===== src/rtl/core_pkg.sv =====
// Shared definitions for the core pipeline: load sizes, write-back FSM states
// and register-file geometry.
package core_pkg;

  localparam int unsigned NUM_REGS = 32;

  typedef enum logic [1:0] {
    LS_BYTE     = 2'b00,
    LS_HALF     = 2'b01,
    LS_WORD     = 2'b10,
    LS_WORD_ALT = 2'b11
  } load_size_e;

  typedef enum logic {
    WB_IDLE      = 1'b0,
    WB_WAIT_LOAD = 1'b1
  } wb_state_e;

endpackage


===== src/rtl/core_wb_load_align.sv =====
// Combinational load extractor: picks the byte/half/word addressed by the
// load offset out of the bus word and sign- or zero-extends it to 32 bits.
module core_wb_load_align
  import core_pkg::*;
(
  input  logic [31:0] mem_rdata,
  input  load_size_e  size,
  input  logic        is_unsigned,
  input  logic [1:0]  offset,
  output logic [31:0] data32
);

  logic [7:0]  byte_s;
  logic [15:0] half_s;
  logic        fill_s;

  // Select the addressed lane, then extend according to size and signedness.
  always_comb begin
    byte_s = 8'h00;
    half_s = 16'h0000;
    fill_s = 1'b0;
    data32 = 32'h0000_0000;

    case (offset)
      2'd0:    byte_s = mem_rdata[7:0];
      2'd1:    byte_s = mem_rdata[15:8];
      2'd2:    byte_s = mem_rdata[23:16];
      2'd3:    byte_s = mem_rdata[31:24];
      default: byte_s = 8'h00;
    endcase

    // Halfword loads are assumed aligned; offset[0] does not participate.
    if (offset[1]) begin
      half_s = mem_rdata[31:16];
    end else begin
      half_s = mem_rdata[15:0];
    end

    case (size)
      LS_BYTE: begin
        fill_s = ~is_unsigned & byte_s[7];
        data32 = {{24{fill_s}}, byte_s};
      end
      LS_HALF: begin
        fill_s = ~is_unsigned & half_s[15];
        data32 = {{16{fill_s}}, half_s};
      end
      default: data32 = mem_rdata;
    endcase
  end

endmodule


===== src/rtl/core_wb_stage.sv =====
// Write-back stage: one registered register-file write per instruction, a
// two-state FSM that waits for load data, and a pending-write scoreboard.
module core_wb_stage
  import core_pkg::*;
#(
  parameter int unsigned XLEN = 32
) (
  input  logic            clk,
  input  logic            rst,
  input  logic            in_valid,
  output logic            in_ready,
  input  logic [4:0]      in_rd,
  input  logic [XLEN-1:0] in_result,
  input  logic            in_is_load,
  input  logic [1:0]      in_load_size,
  input  logic            in_load_unsigned,
  input  logic [1:0]      in_load_offset,
  input  logic            mem_rdata_valid,
  input  logic [XLEN-1:0] mem_rdata,
  output logic            reg_write_en,
  output logic [4:0]      reg_write_addr,
  output logic [XLEN-1:0] reg_write_data,
  input  logic [4:0]      id_rs0_addr,
  input  logic [4:0]      id_rs1_addr,
  output logic            id_stall
);

  wb_state_e             state_q, state_d;
  logic [NUM_REGS-1:0]   pending_q, pending_d;
  logic [4:0]            ld_rd_q, ld_rd_d;
  load_size_e            ld_size_q, ld_size_d;
  logic                  ld_uns_q, ld_uns_d;
  logic [1:0]            ld_off_q, ld_off_d;
  logic                  we_q, we_d;
  logic [4:0]            waddr_q, waddr_d;
  logic [XLEN-1:0]       wdata_q, wdata_d;

  logic                  accept_s;
  logic [NUM_REGS-1:0]   set_mask_s;
  logic [NUM_REGS-1:0]   clr_mask_s;
  logic [31:0]           align_s;

  core_wb_load_align u_align (
    .mem_rdata   (mem_rdata),
    .size        (ld_size_q),
    .is_unsigned (ld_uns_q),
    .offset      (ld_off_q),
    .data32      (align_s)
  );

  assign in_ready       = (state_q == WB_IDLE);
  assign accept_s       = in_valid && in_ready;
  assign reg_write_en   = we_q;
  assign reg_write_addr = waddr_q;
  assign reg_write_data = wdata_q;
  assign id_stall       = ((id_rs0_addr != 5'd0) && pending_q[id_rs0_addr]) ||
                          ((id_rs1_addr != 5'd0) && pending_q[id_rs1_addr]);

  // Next-state, write-port and scoreboard computation.
  always_comb begin
    state_d    = state_q;
    ld_rd_d    = ld_rd_q;
    ld_size_d  = ld_size_q;
    ld_uns_d   = ld_uns_q;
    ld_off_d   = ld_off_q;
    we_d       = 1'b0;
    waddr_d    = waddr_q;
    wdata_d    = wdata_q;
    set_mask_s = {NUM_REGS{1'b0}};
    clr_mask_s = {NUM_REGS{1'b0}};

    // The bit clears on the edge where the register file captures the write.
    if (we_q) begin
      clr_mask_s = 32'h0000_0001 << waddr_q;
    end else begin
      clr_mask_s = {NUM_REGS{1'b0}};
    end

    case (state_q)
      WB_IDLE: begin
        if (accept_s) begin
          if (in_rd != 5'd0) begin
            set_mask_s = 32'h0000_0001 << in_rd;
          end else begin
            set_mask_s = {NUM_REGS{1'b0}};
          end
          if (in_is_load) begin
            ld_rd_d   = in_rd;
            ld_size_d = load_size_e'(in_load_size);
            ld_uns_d  = in_load_unsigned;
            ld_off_d  = in_load_offset;
            state_d   = WB_WAIT_LOAD;
          end else begin
            we_d    = (in_rd != 5'd0);
            waddr_d = in_rd;
            wdata_d = in_result;
          end
        end else begin
          state_d = WB_IDLE;
        end
      end
      WB_WAIT_LOAD: begin
        if (mem_rdata_valid) begin
          we_d    = (ld_rd_q != 5'd0);
          waddr_d = ld_rd_q;
          wdata_d = align_s;
          state_d = WB_IDLE;
        end else begin
          state_d = WB_WAIT_LOAD;
        end
      end
      default: state_d = WB_IDLE;
    endcase

    // Set after clear so a same-edge set of a bit wins; x0 never pends.
    pending_d = ((pending_q & ~clr_mask_s) | set_mask_s) & ~32'h0000_0001;
  end

  // State and output registers with synchronous reset.
  always_ff @(posedge clk) begin
    if (rst) begin
      state_q   <= WB_IDLE;
      pending_q <= {NUM_REGS{1'b0}};
      ld_rd_q   <= 5'd0;
      ld_size_q <= LS_BYTE;
      ld_uns_q  <= 1'b0;
      ld_off_q  <= 2'd0;
      we_q      <= 1'b0;
      waddr_q   <= 5'd0;
      wdata_q   <= {XLEN{1'b0}};
    end else begin
      state_q   <= state_d;
      pending_q <= pending_d;
      ld_rd_q   <= ld_rd_d;
      ld_size_q <= ld_size_d;
      ld_uns_q  <= ld_uns_d;
      ld_off_q  <= ld_off_d;
      we_q      <= we_d;
      waddr_q   <= waddr_d;
      wdata_q   <= wdata_d;
    end
  end

endmodule


===== config.mk =====
export PLATFORM = sky130hd
export DESIGN_NAME = core_wb_stage
export DESIGN_NICKNAME = d
export VERILOG_FILES = /design/src/rtl/core_pkg.sv /design/src/rtl/core_wb_load_align.sv /design/src/rtl/core_wb_stage.sv
export SDC_FILE = /design/constraint.sdc
export NUM_CORES = 1
export LEC_CHECK = 0
export ABC_AREA = 1
export CAP_MARGIN = 20
export CELL_PAD_IN_SITES_DETAIL_PLACEMENT = 0
export CELL_PAD_IN_SITES_GLOBAL_PLACEMENT = 2
export CORE_MARGIN = 2
export CORE_UTILIZATION = 25
export DETAILED_ROUTE_END_ITERATION = 6
export PLACE_DENSITY_LB_ADDON = 0.1
export SLEW_MARGIN = 10
export SYNTH_ARGS = -nofsm -noshare
export SYNTH_HDL_FRONTEND = slang
export SYNTH_HIERARCHICAL = 1
export SYNTH_SLANG_ARGS = --single-unit

===== constraint.sdc =====
create_clock -name clk -period 2.56 [get_ports clk]
set_input_delay 0.384 -clock clk [delete_from_list [all_inputs] [get_ports clk]]
set_output_delay 0.384 -clock clk [all_outputs]
set_load 0.01 [all_outputs]

==> impl_metrics.env <==
export IMPL_crit_required_ps=2180
export IMPL_max_freq_mhz=470
export IMPL_die_width_um=146
export IMPL_grt_max_degree=67
export IMPL_timing_critical_path_from="id_rs0_addr[1]"
export IMPL_mostFrequentLayoutCells="sky130_fd_sc_hd__nand2_1 (303), sky130_fd_sc_hd__clkdlybuf4s50_1 (121), sky130_fd_sc_hd__dfxtp_1 (80), sky130_fd_sc_hd__nand3_1 (77), sky130_fd_sc_hd__o21ai_0 (63)"
export IMPL_finalSetupViolCount=0
export IMPL_first_global_vias=5766
export IMPL_proportion_of_layout_cells_with_a_drive_suffix_above_1_pct=9.70
export IMPL_place_detailed_instances=1181
export IMPL_timing_final_crit_share_pct=83.0
export IMPL_clkLatencyLatePin_ps=350
export IMPL_crit_path_frequent_cell="sky130_fd_sc_hd__nand2_1"
export IMPL_wire_length_of_the_first_global_routing_pass_um=31300
export IMPL_cts_hold_buffers_added=0
export IMPL_cp_arrival_ps=1740
export IMPL_remaining_global_route_overflow=0
export IMPL_n_antenna_cell=0
export IMPL_post_synth_num_cell_types=32
export IMPL_mappedNetlistArea_sq_mm=0.00506
export IMPL_final_max_slew_violation_count=0
export IMPL_cts_htree_levels=3
export IMPL_design_die_area_sq_mm=0.0214
export IMPL_coreArea_sq_mm=0.0200
export IMPL_floorplan_initialDensity_pct=25.2
export IMPL_timing_setup_critical_path_class="in2out"
export IMPL_gp_congestion=0.837
export IMPL_post_synth_main_area_contributors="sky130_fd_sc_hd__dfxtp_1 (32%), sky130_fd_sc_hd__nand2_1 (22%), sky130_fd_sc_hd__nand3_1 (7.6%)"
export IMPL_io_pins=129
export IMPL_yosys_area_top_type="sky130_fd_sc_hd__dfxtp_1"
export IMPL_yosys_warnings=6
export IMPL_path_category_of_the_worst_min_delay_check="reg2reg"
export IMPL_min_delay_start="pending_q[18]"
export IMPL_synth_largest_type_area_fraction_pct=31.7
export IMPL_tritoncts="yes"
export IMPL_clkSlewWorstSetupHoldPaths_ps=60
export IMPL_power_ir_vdd_worst_mv=0.294
export IMPL_routed_wl_um=20100
export IMPL_worst_setup_path_start_kind="input pin"
export IMPL_cell_count_after_synthesis=809
export IMPL_port_buf_inserts=128
export IMPL_synth_adder_area_share_pct=0
export IMPL_first_pass_iters=5
export IMPL_post_synth_xor_area_fraction_pct=0
export IMPL_list_of_cells_traversed_by_the_critical_path="clkdlybuf4s50_1, buf_6, nand3_1, nand2_1, nand2_1, nand2_1, inv_1, nand2_1, nand2_1, nand2_1, inv_1, nand2_1, dlymetal6s2s_1"
export IMPL_die_height_um=146
export IMPL_final_instance_count_excl_fill=1198
export IMPL_critical_path_max_stage_delay_ps=510
export IMPL_rows=52
export IMPL_layout_min_cycle_time_ps=2130
export IMPL_status="completed"
export IMPL_max_cap_viols=0
export IMPL_drt_iter0_drc=400
export IMPL_dr_total_vias=5810
export IMPL_numCtsBuffers=9
export IMPL_viasPerCell=4.85
export IMPL_detail_route_drc_violations=0
export IMPL_synth_nets=898
export IMPL_fin_worst_skew_ps=12.1
export IMPL_dominant_combinational_cell_family_by_area_after_synthesis="simple AND/OR/NAND/NOR gates"
export IMPL_antenna_found_initial=0
export IMPL_areaGrowthSynthToFinish_pct=36.6
export IMPL_muxShareOfSynthArea_pct=0
export IMPL_routedWlPerCell_um=16.8
export IMPL_synth_simple_gate_area_share_pct=40.2
export IMPL_reg_to_reg_startpoint="ld_off_q[0]"
export IMPL_numClockSinks=80
export IMPL_fin_setup_tns_ps=0
export IMPL_post_synth_cell_area_avg_sq_um=6.25
export IMPL_headroom_to_the_max_slew_limit_pct=51.5
export IMPL_ant_nets=0
export IMPL_worst_slew_pin_slew_ps=723
export IMPL_critical_path_slowest_cell="sky130_fd_sc_hd__clkdlybuf4s50_1"
export IMPL_seq_area_frac_synth_pct=31.7
export IMPL_power_leakage_nw=2.87
export IMPL_crit_buf_inv=5
export IMPL_mostFrequentLayoutCell="sky130_fd_sc_hd__nand2_1"
export IMPL_finalHoldViolCount=0
export IMPL_crit_path_end_kind="output port"
export IMPL_yosys_register_bits=80
export IMPL_dp_final_hpwl_um=15200
export IMPL_fin_nets=1012
export IMPL_cp_top_family="buffers and inverters"
export IMPL_synth_compound_area_share_pct=17.4
export IMPL_grt_use_total_pct=18.7
export IMPL_cts_root_buffer="sky130_fd_sc_hd__clkbuf_16"
export IMPL_cts_max_path_buffers=2
export IMPL_largest_fanout_on_the_critical_path=5
export IMPL_power_per_cell_area_mw_per_mm2=518
export IMPL_unrepaired_setup_endpoints_after_global_routing="no"
## worst reg2reg max path, cell delays in order, from the launching register on
cell	delay [ps]
sky130_fd_sc_hd__dfxtp_1	600
sky130_fd_sc_hd__nor2_4	140
sky130_fd_sc_hd__a21oi_2	220
sky130_fd_sc_hd__nand3_4	350
sky130_fd_sc_hd__nand3_1	250
sky130_fd_sc_hd__nand2_1	80
sky130_fd_sc_hd__a31oi_1	170
## kinds of logic (layout without fill, tap and decap cells)
| group | count (synthesis) | in the layout |
|---|---|---|
| and+or+nand+nor | 453 | 453 |
| AOI/OAI and AO/OA | 162 | 162 |
| buffers and inverters | 114 | 233 |
| DFF | 80 | 80 |
## metrics by stage
step | cell area (sq um) | worst slack (ps) | power [mW] | hold WS [ps] | utilization, %
after CTS | 6910 | 23.9 | 3.65 | 483 | 34.5
after floorplan | 5060 | 986 | 1.90 | 444 | -
after global placement | 6580 | -244 | 2.33 | 463 | 32.8
after detailed placement | 6580 | -208 | 2.33 | 473 | 32.8
after global routing | 6910 | 275 | 3.79 | 492 | 34.5
final | 6910 | 434 | 3.58 | 479 | 34.5
## state kept, by name, summed over array words and instances, names as in the netlist, 2 cells and up
register,flops
reg_write_addr,5
ld_rd_q,5
ld_off_q,2
reg_write_data,32
pending_q,31
ld_size_q,2
## final cells by class
type | count | area, sq um
clock buffers | 10 | 239
clock inverters | 6 | 50.0
fillers | 2244 | 13100
inverters | 65 | 249
multi-input cells | 615 | 2940
flip-flops and latches | 80 | 1600
well taps | 270 | 338
repair buffers | 152 | 1490
## routing by layer
metal  wire length [um]  vias up  GRT usage [%]  part of all wire (%)
met5                  0        -              0                     0
met3                816       30           3.16                   4.1
met4                601        0           7.14                   3.0
met1               8480     2716           22.2                    42
met2              10200      174           33.7                    51
li1                   -     2890              -                     -
## cells in the mapped netlist
cell and n:
sky130_fd_sc_hd__a21oi_1 37, sky130_fd_sc_hd__a21oi_2 2, sky130_fd_sc_hd__a31oi_1 39, sky130_fd_sc_hd__buf_2 19
sky130_fd_sc_hd__buf_4 8, sky130_fd_sc_hd__buf_6 8, sky130_fd_sc_hd__clkbuf_1 13, sky130_fd_sc_hd__clkbuf_2 1
sky130_fd_sc_hd__clkinv_1 2, sky130_fd_sc_hd__dfxtp_1 80, sky130_fd_sc_hd__inv_1 55, sky130_fd_sc_hd__inv_2 8
sky130_fd_sc_hd__nand2_1 303, sky130_fd_sc_hd__nand2_2 3, sky130_fd_sc_hd__nand3_1 77, sky130_fd_sc_hd__nand3_2 21
sky130_fd_sc_hd__nand3_4 1, sky130_fd_sc_hd__nand4_1 4, sky130_fd_sc_hd__nor2_1 27, sky130_fd_sc_hd__nor2_2 3
sky130_fd_sc_hd__nor2_4 4, sky130_fd_sc_hd__nor3_1 4, sky130_fd_sc_hd__nor3_2 1, sky130_fd_sc_hd__nor4_1 2
sky130_fd_sc_hd__nor4_2 2, sky130_fd_sc_hd__o211ai_1 2, sky130_fd_sc_hd__o21a_1 1, sky130_fd_sc_hd__o21ai_0 63
sky130_fd_sc_hd__o21ai_1 16, sky130_fd_sc_hd__o31ai_1 1, sky130_fd_sc_hd__o41ai_1 1, sky130_fd_sc_hd__or2_2 1
## where the power goes
part | internal [mW] | switching (mW) | leakage, nW | total, mW
Sequential | 1.32 | 0.0667 | 0.655 | 1.38
Clock | 0.698 | 0.579 | 0.141 | 1.28
Combinational | 0.406 | 0.511 | 2.07 | 0.917
Total | 2.42 | 1.16 | 2.87 | 3.58
## worst paths after layout
kind / to / slack (ps) / cells after the start
setup / recovery: id_stall / 430 / 13
hold / removal: pending_q[18] / 480 / 2
setup reg to reg: reg_write_data[15] / 680 / 6
hold reg to reg: pending_q[18] / 480 / 2
## repair_timing
item,4_1_cts,5_1_grt
gates resized for setup,19,2
hold endpoints to repair,0,0
pin swaps,0,0
setup endpoints to repair,1,1
gates cloned,1,0
buffers inserted,0,0
No activity file was read; power rests on OpenSTA's default activity.
==> edit 1 (same flow settings) <==
`waddr_q` no longer has a reset.
--- a/src/rtl/core_wb_stage.sv
+++ b/src/rtl/core_wb_stage.sv
@@ -127,5 +127,4 @@
       ld_off_q  <= 2'd0;
       we_q      <= 1'b0;
-      waddr_q   <= 5'd0;
       wdata_q   <= {XLEN{1'b0}};
     end else begin
@@ -137,9 +136,12 @@
       ld_off_q  <= ld_off_d;
       we_q      <= we_d;
-      waddr_q   <= waddr_d;
       wdata_q   <= wdata_d;
     end
   end
 
+  always_ff @(posedge clk) begin
+    waddr_q <= waddr_d;
+  end
+
 endmodule
 
Behaviour: not the same (a bounded check fails within 4 cycles, from zero or initial values and one cycle with rst high).
==> edit 1 against the original RTL <==
  * Area after synthesis shrank 0.12%
  * Worst hold slack is essentially flat
  * Sequential cell count is the same
  * Utilization grew 0.33 points
  * Total power grew 2.1%
  * Cell area grew 0.96%
  * Cell count is essentially flat
  * Setup slack lost 0.10 ns
  * Maximum frequency shrank 4.6%
  * Non-clock buffer count grew 11
  * Wire length shrank 2.9%
  * Largest power group unchanged
==> edit 1: results (changes against the original RTL) <==
| Metric | Value |
|---|---|
| Run status | complete, no violations |
| Sw frac | 0.313 (-0.0102) |
| Clock slew at reported path FFs | 0.07 ns |
| Total global-route track usage | 0.182 (-0.00513) |
| First drt pass iteration count | 4 (-1) |
| Crit-path leading delay family | buffers and inverters |
| Delay of the slowest cell on the worst path | 0.71 ns (+0.20 ns) |
| RePlAce Congestion | 0.846 (+1.1%) |
| Area contributors post-synth | dfxtp_1 30%, nand2_1 22%, nand3_1 7.6% |
| Leakage power | 0.00292 uW (+1.9%) |
| EDFF count, synth | 5 (+5) |
| Max reg flops | 32 (unchanged) |
| Synth top cells by count | 298 x nand2_1, 77 x nand3_1, 75 x dfxtp_1 |
| Layout Skew | 0.00828 ns (-0.00385 ns) |
| Worst hold path startpoint | pending_q[31]$_SDFF_PP0_ |
| ANT cells | 0 (unchanged) |
| Sequential-to-total area share from yosys stat | 0.327 (+0.0103) |
| Hold Crit Endpoint | pending_q[31]$_SDFF_PP0_ |
| Fin Hold WS | 0.480 ns (+0.000186 ns) |
| Port bufs | 128 (unchanged) |
| First-pass GRT wire length | 30,800 um (-1.6%) |
| YS warnings | 6 (unchanged) |
| Maximum clock insertion buffer count | 2 (unchanged) |
| Placed Area | 0.00664 mm2 (+0.93%) |
| CTS Buf Count | 9 (unchanged) |
| Reg2reg path depth | 7 (+1) |
| Mapped Nets | 887 (-1.2%) |
| Reg2reg setup slack | 0.69 ns |
| Largest net degree at the start of global routing | 53 (-21%) |
| Post-layout nets | 1,013 (+0.099%) |
| Share of cells above drive strength 1 | 0.102 (+0.00528) |
| Critical Path Fanout Max | 15 (+10) |
| Slowest CP cell | dfxtp_1 |
| VDD IR max | 340 uV (+16%) |
| DR iter-0 viols | 276 (-31%) |
| Worst reg2reg path endpoint | reg_write_data[14]$_SDFFE_PP0P_ |
| Hold Crit Class | reg2reg |
| Routed length per instance | 16.3 um (-3.0%) |
| CTS HTree Levels | 3 (unchanged) |
| Routed via count | 5,747 (-1.1%) |
| CP arrival | 1.84 ns (+0.10 ns) |
| Clk Latency, worst-skew pair | 0.35 ns (about the same) |
| Root Buffer Master | clkbuf_16 |
| Measured slew at the worst slew-check pin | 0.621 ns (-0.101 ns) |
| Initial antenna violation count | 0 (unchanged) |
| R2r startpoint | ld_off_q[1]$_SDFFE_PP0P_ |
| Hpwl dp | 14,700 um (-3.6%) |
-- edit 1: changes by cell type in the layout (fill, tap and decap cells not counted), moves of 3 or more --
cell and delta:
o21ai_0 -5, clkdlybuf4s50_1 +4, edfxtp_1 +5, nor2_4 -3, dlygate4sd2_1 -4, nand2_1 -5, a31oi_1 -5, dfxtp_1 -5
buf_4 +13, nor2_1 +4, o21ai_1 +5
-- edit 1: routing by layer --
metal / global-route usage / share of wire
met5: 0 / 0
met4: 0.0583 / 0.021
met3: 0.0363 / 0.049
met2: 0.325 / 0.51
met1: 0.220 / 0.42
-- edit 1: cell families after synthesis --
| kind of cell | after synthesis | synth area share |
|---|---|---|
| AND/OR/NAND/NOR | 448 | 0.398 |
| flip-flops | 80 | 0.327 |
| buffers and inverters | 113 | 0.106 |
| AO/OA/AOI/OAI | 157 | 0.168 |
-- edit 1: worst max path at each step --
stage	from	endpoint	cells past startpoint
2_1_floorplan	id_rs0_addr[0]	id_stall	12
3_3_place_gp	id_rs0_addr[0]	id_stall	12
3_5_place_dp	id_rs0_addr[2]	id_stall	12
4_1_cts	id_rs1_addr[2]	id_stall	13
5_1_grt	id_rs1_addr[2]	id_stall	13
6_report	state_q$_SDFF_PP0_	in_ready	2
-- edit 1: timing repair --
item                                    4_1_cts  5_1_grt
endpoints found under the setup margin        1        1
buffers inserted                              0        0
resized for setup                             9        2
cloned                                        2        0
-- edit 1: per-stage QoR --
stage	cells	total power [uW]	util	setup WS (ns)
finish	1199	3650	0.348	0.332
global route	1199	3850	0.348	0.223
CTS	1199	3710	0.348	0.00239
detailed placement	1181	2330	0.331	-0.0644
global placement	1181	2330	0.331	-0.0298
floorplan	798	1900	-	0.955
-- edit 1: worst register-to-register path, cell delays in order, from the launching register on --
cell	delay, ns
dfxtp_1	0.56
inv_2	0.19
o21ai_0	0.25
nand2_2	0.11
nand3_4	0.30
nand3_1	0.14
nand2_1	0.10
a31oi_1	0.08
-- edit 1: power groups by stage --
stage | combinational, uW | sequential, uW | clock (uW)
2_1_floorplan | 486 | 1410 | 0
3_3_place_gp | 915 | 1420 | 0
3_5_place_dp | 912 | 1420 | 0
4_1_cts | 921 | 1390 | 1400
5_1_grt | 1000 | 1400 | 1440
6_report | 908 | 1390 | 1360
-- edit 1: final cells by class --
type / instances / area [um2]
sequential: 80 / 1650
multi-input combinational: 605 / 2870
tap: 270 / 338
timing repair buffer: 163 / 1560
fill: 2251 / 13100
inverter: 65 / 249
clock inverter: 7 / 80.1
clock buffer: 9 / 225
==> edit 2 (same settings) <==
Without the edit above. Make the reset (`rst`) asynchronous in one clocked block. Comments in the files are not updated.
--- a/src/rtl/core_wb_stage.sv
+++ b/src/rtl/core_wb_stage.sv
@@ -118,5 +118,5 @@
 
   // State and output registers with synchronous reset.
-  always_ff @(posedge clk) begin
+  always_ff @(posedge clk or posedge rst) begin
     if (rst) begin
       state_q   <= WB_IDLE;
Function: differs if rst is asserted again (counterexample within 4 cycles, from zero or initial values and one cycle with rst high); with rst held inactive, the same outputs for 4 cycles.
==> edit 2 against the original RTL <==
  * Wire length up 1.9%
  * First-iteration DRC count down 15%
  * Setup slack worse by 0.0051 ns
  * Count of clock-buffer cells in the layout up 1
  * Area after synthesis up 2.7%
  * Sequential cell count unchanged
  * Utilization up 0.68 points
  * Cell area up 3.3%
  * Highest routed layer unchanged
Power is not compared: it rests on default switching activity, and its combinational part moved more than twofold at a synthesized area within 25%.
==> edit 2: results (changes against the original RTL) <==
| Metric | Value |
|---|---|
| Share of cells above drive strength 1 | 0.0990 (+0.00200) |
| Netlist cell types | 26 (-19%) |
| First drt pass iteration count | 7 (+2) |
| Routed wire length | 20,500 um (+1.9%) |
| First-pass GRT wire length | 32,000 um (+2.3%) |
| Met2 WL post-DR | 10,300 um (+1.2%) |
| Hold Crit Class | in2async |
| Sequential-to-total area share from yosys stat | 0.385 (+0.0686) |
| Run status | complete, no violations |
| Area contributors post-synth | dfrtp_1 39%, nand2_1 21%, nand3_1 7.1% |
| Filler cells | 2,238 (-0.27%) |
| Vias/cell | 4.82 (-0.64%) |
| Sw frac | 0.402 |
| Critical Path Fanout Max | 3 (-2) |
| Synth top cells by count | 287 x nand2_1, 80 x dfrtp_1, 74 x nand3_1 |
| Relative slew slack | 0.518 (+0.00317) |
| Met3 wire length | 1030 um (+26%) |
| Reg2reg setup slack | 0.55 ns (-0.13 ns) |
| ANT cells | 0 (unchanged) |
| Total global-route track usage | 0.191 (+0.00341) |
| R2r startpoint | ld_off_q[1]$_DFFE_PP0P_ |
| Dpl ws | -0.137 ns (+0.0707 ns) |
| M1 WL | 8510 um (+0.41%) |
| RePlAce Congestion | 0.796 (-4.9%) |
| Layout Skew | 0.0128 ns (+0.000668 ns) |
| Hpwl dp | 15,800 um (+3.7%) |
| Mapped Nets | 847 (-5.7%) |
| Async set-or-reset flop fraction in the synthesized netlist | 1.00 (+1.00) |
| Post-layout nets | 973 (-3.9%) |
| Reg2reg path depth | 9 (+3) |
| Largest net degree at the start of global routing | 65 (-3.0%) |
| Total setup buffers inserted after CTS | 0 (unchanged) |
| Worst reg2reg path endpoint | reg_write_data[15]$_DFFE_PP0P_ |
| Post-synth top area cell | dfrtp_1 |
| DR iter-0 viols | 339 (-15%) |
| Vias in the first global route | 5,765 (-0.017%) |
[edit 2: how the worst max path moves through the flow]
stage | start | end | slack, ns | cells after the start
after floorplan | rst | ld_off_q[0]$_DFFE_PP0P_ | 0.12 | 1
after global placement | id_rs0_addr[0] | id_stall | -0.11 | 14
after detailed placement | id_rs1_addr[2] | id_stall | -0.14 | 12
after CTS | id_rs0_addr[2] | id_stall | 0.005 | 12
after global routing | id_rs0_addr[1] | id_stall | 0.31 | 13
final | id_rs0_addr[3] | id_stall | 0.43 | 11
[edit 2: area by class of cell]
type / count / share of cell area
Clock buffer: 11 / 0.0326
Clock inverter: 5 / 0.00894
Inverter: 63 / 0.0343
Multi-Input combinational cell: 572 / 0.379
Sequential cell: 80 / 0.280
Tap cell: 270 / 0.0473
Timing Repair Buffer: 158 / 0.217
[edit 2: per-layer routing]
layer  GRT usage  vias up
met3      0.0396       33
li1            -     2737
met5           0        -
met4      0.0724        0
met2       0.337      157
met1       0.227     2658
[edit 2: power groups by stage]
| stage | combinational [uW] | clock [uW] | sequential, uW |
|---|---|---|---|
| after CTS | 2370 | 1380 | 2040 |
| after detailed placement | 2350 | 0 | 2060 |
| after global routing | 2610 | 1440 | 2100 |
| after global placement | 2360 | 0 | 2050 |
| final | 2330 | 1340 | 2030 |
| after floorplan | 1320 | 0 | 1980 |
[edit 2: critical path, cell delays in order]
cell and delay, ns:
clkdlybuf4s50_1 0.50, nor2_2 0.19, nand2_1 0.07, nand3_1 0.09, nand2_1 0.05, nand3_1 0.07, nand3_1 0.07, nand2_1 0.07
inv_1 0.04, nand2_1 0.05, dlymetal6s2s_1 0.15
[edit 2: metrics by stage]
stage	setup TNS [ns]	area [um2]	utilization	cells	hold slack, ns
final	0	7140	0.352	1159	0.366
after global routing	0	7140	0.352	1159	0.412
after CTS	0	7120	0.351	1159	0.390
after detailed placement	-0.137	6800	0.335	1143	0.471
after global placement	-0.109	6800	0.335	1143	0.470
after floorplan	0	5200	-	758	0.442
[edit 2: what timing repair did]
item                                    in CTS  in global routing
endpoints found under the setup margin       1                  1
cloned                                       0                  0
hold buffers                                 0                  0
gates resized for setup                     13                  7
pin swaps                                    0                  1
[edit 2: cell families after synthesis]
kind of cell | count (synthesis) | share of synthesized area
AOI/OAI and AO/OA | 117 | 0.126
buffers and inverters | 106 | 0.0968
DFF | 80 | 0.385
and+or+nand+nor | 455 | 0.392
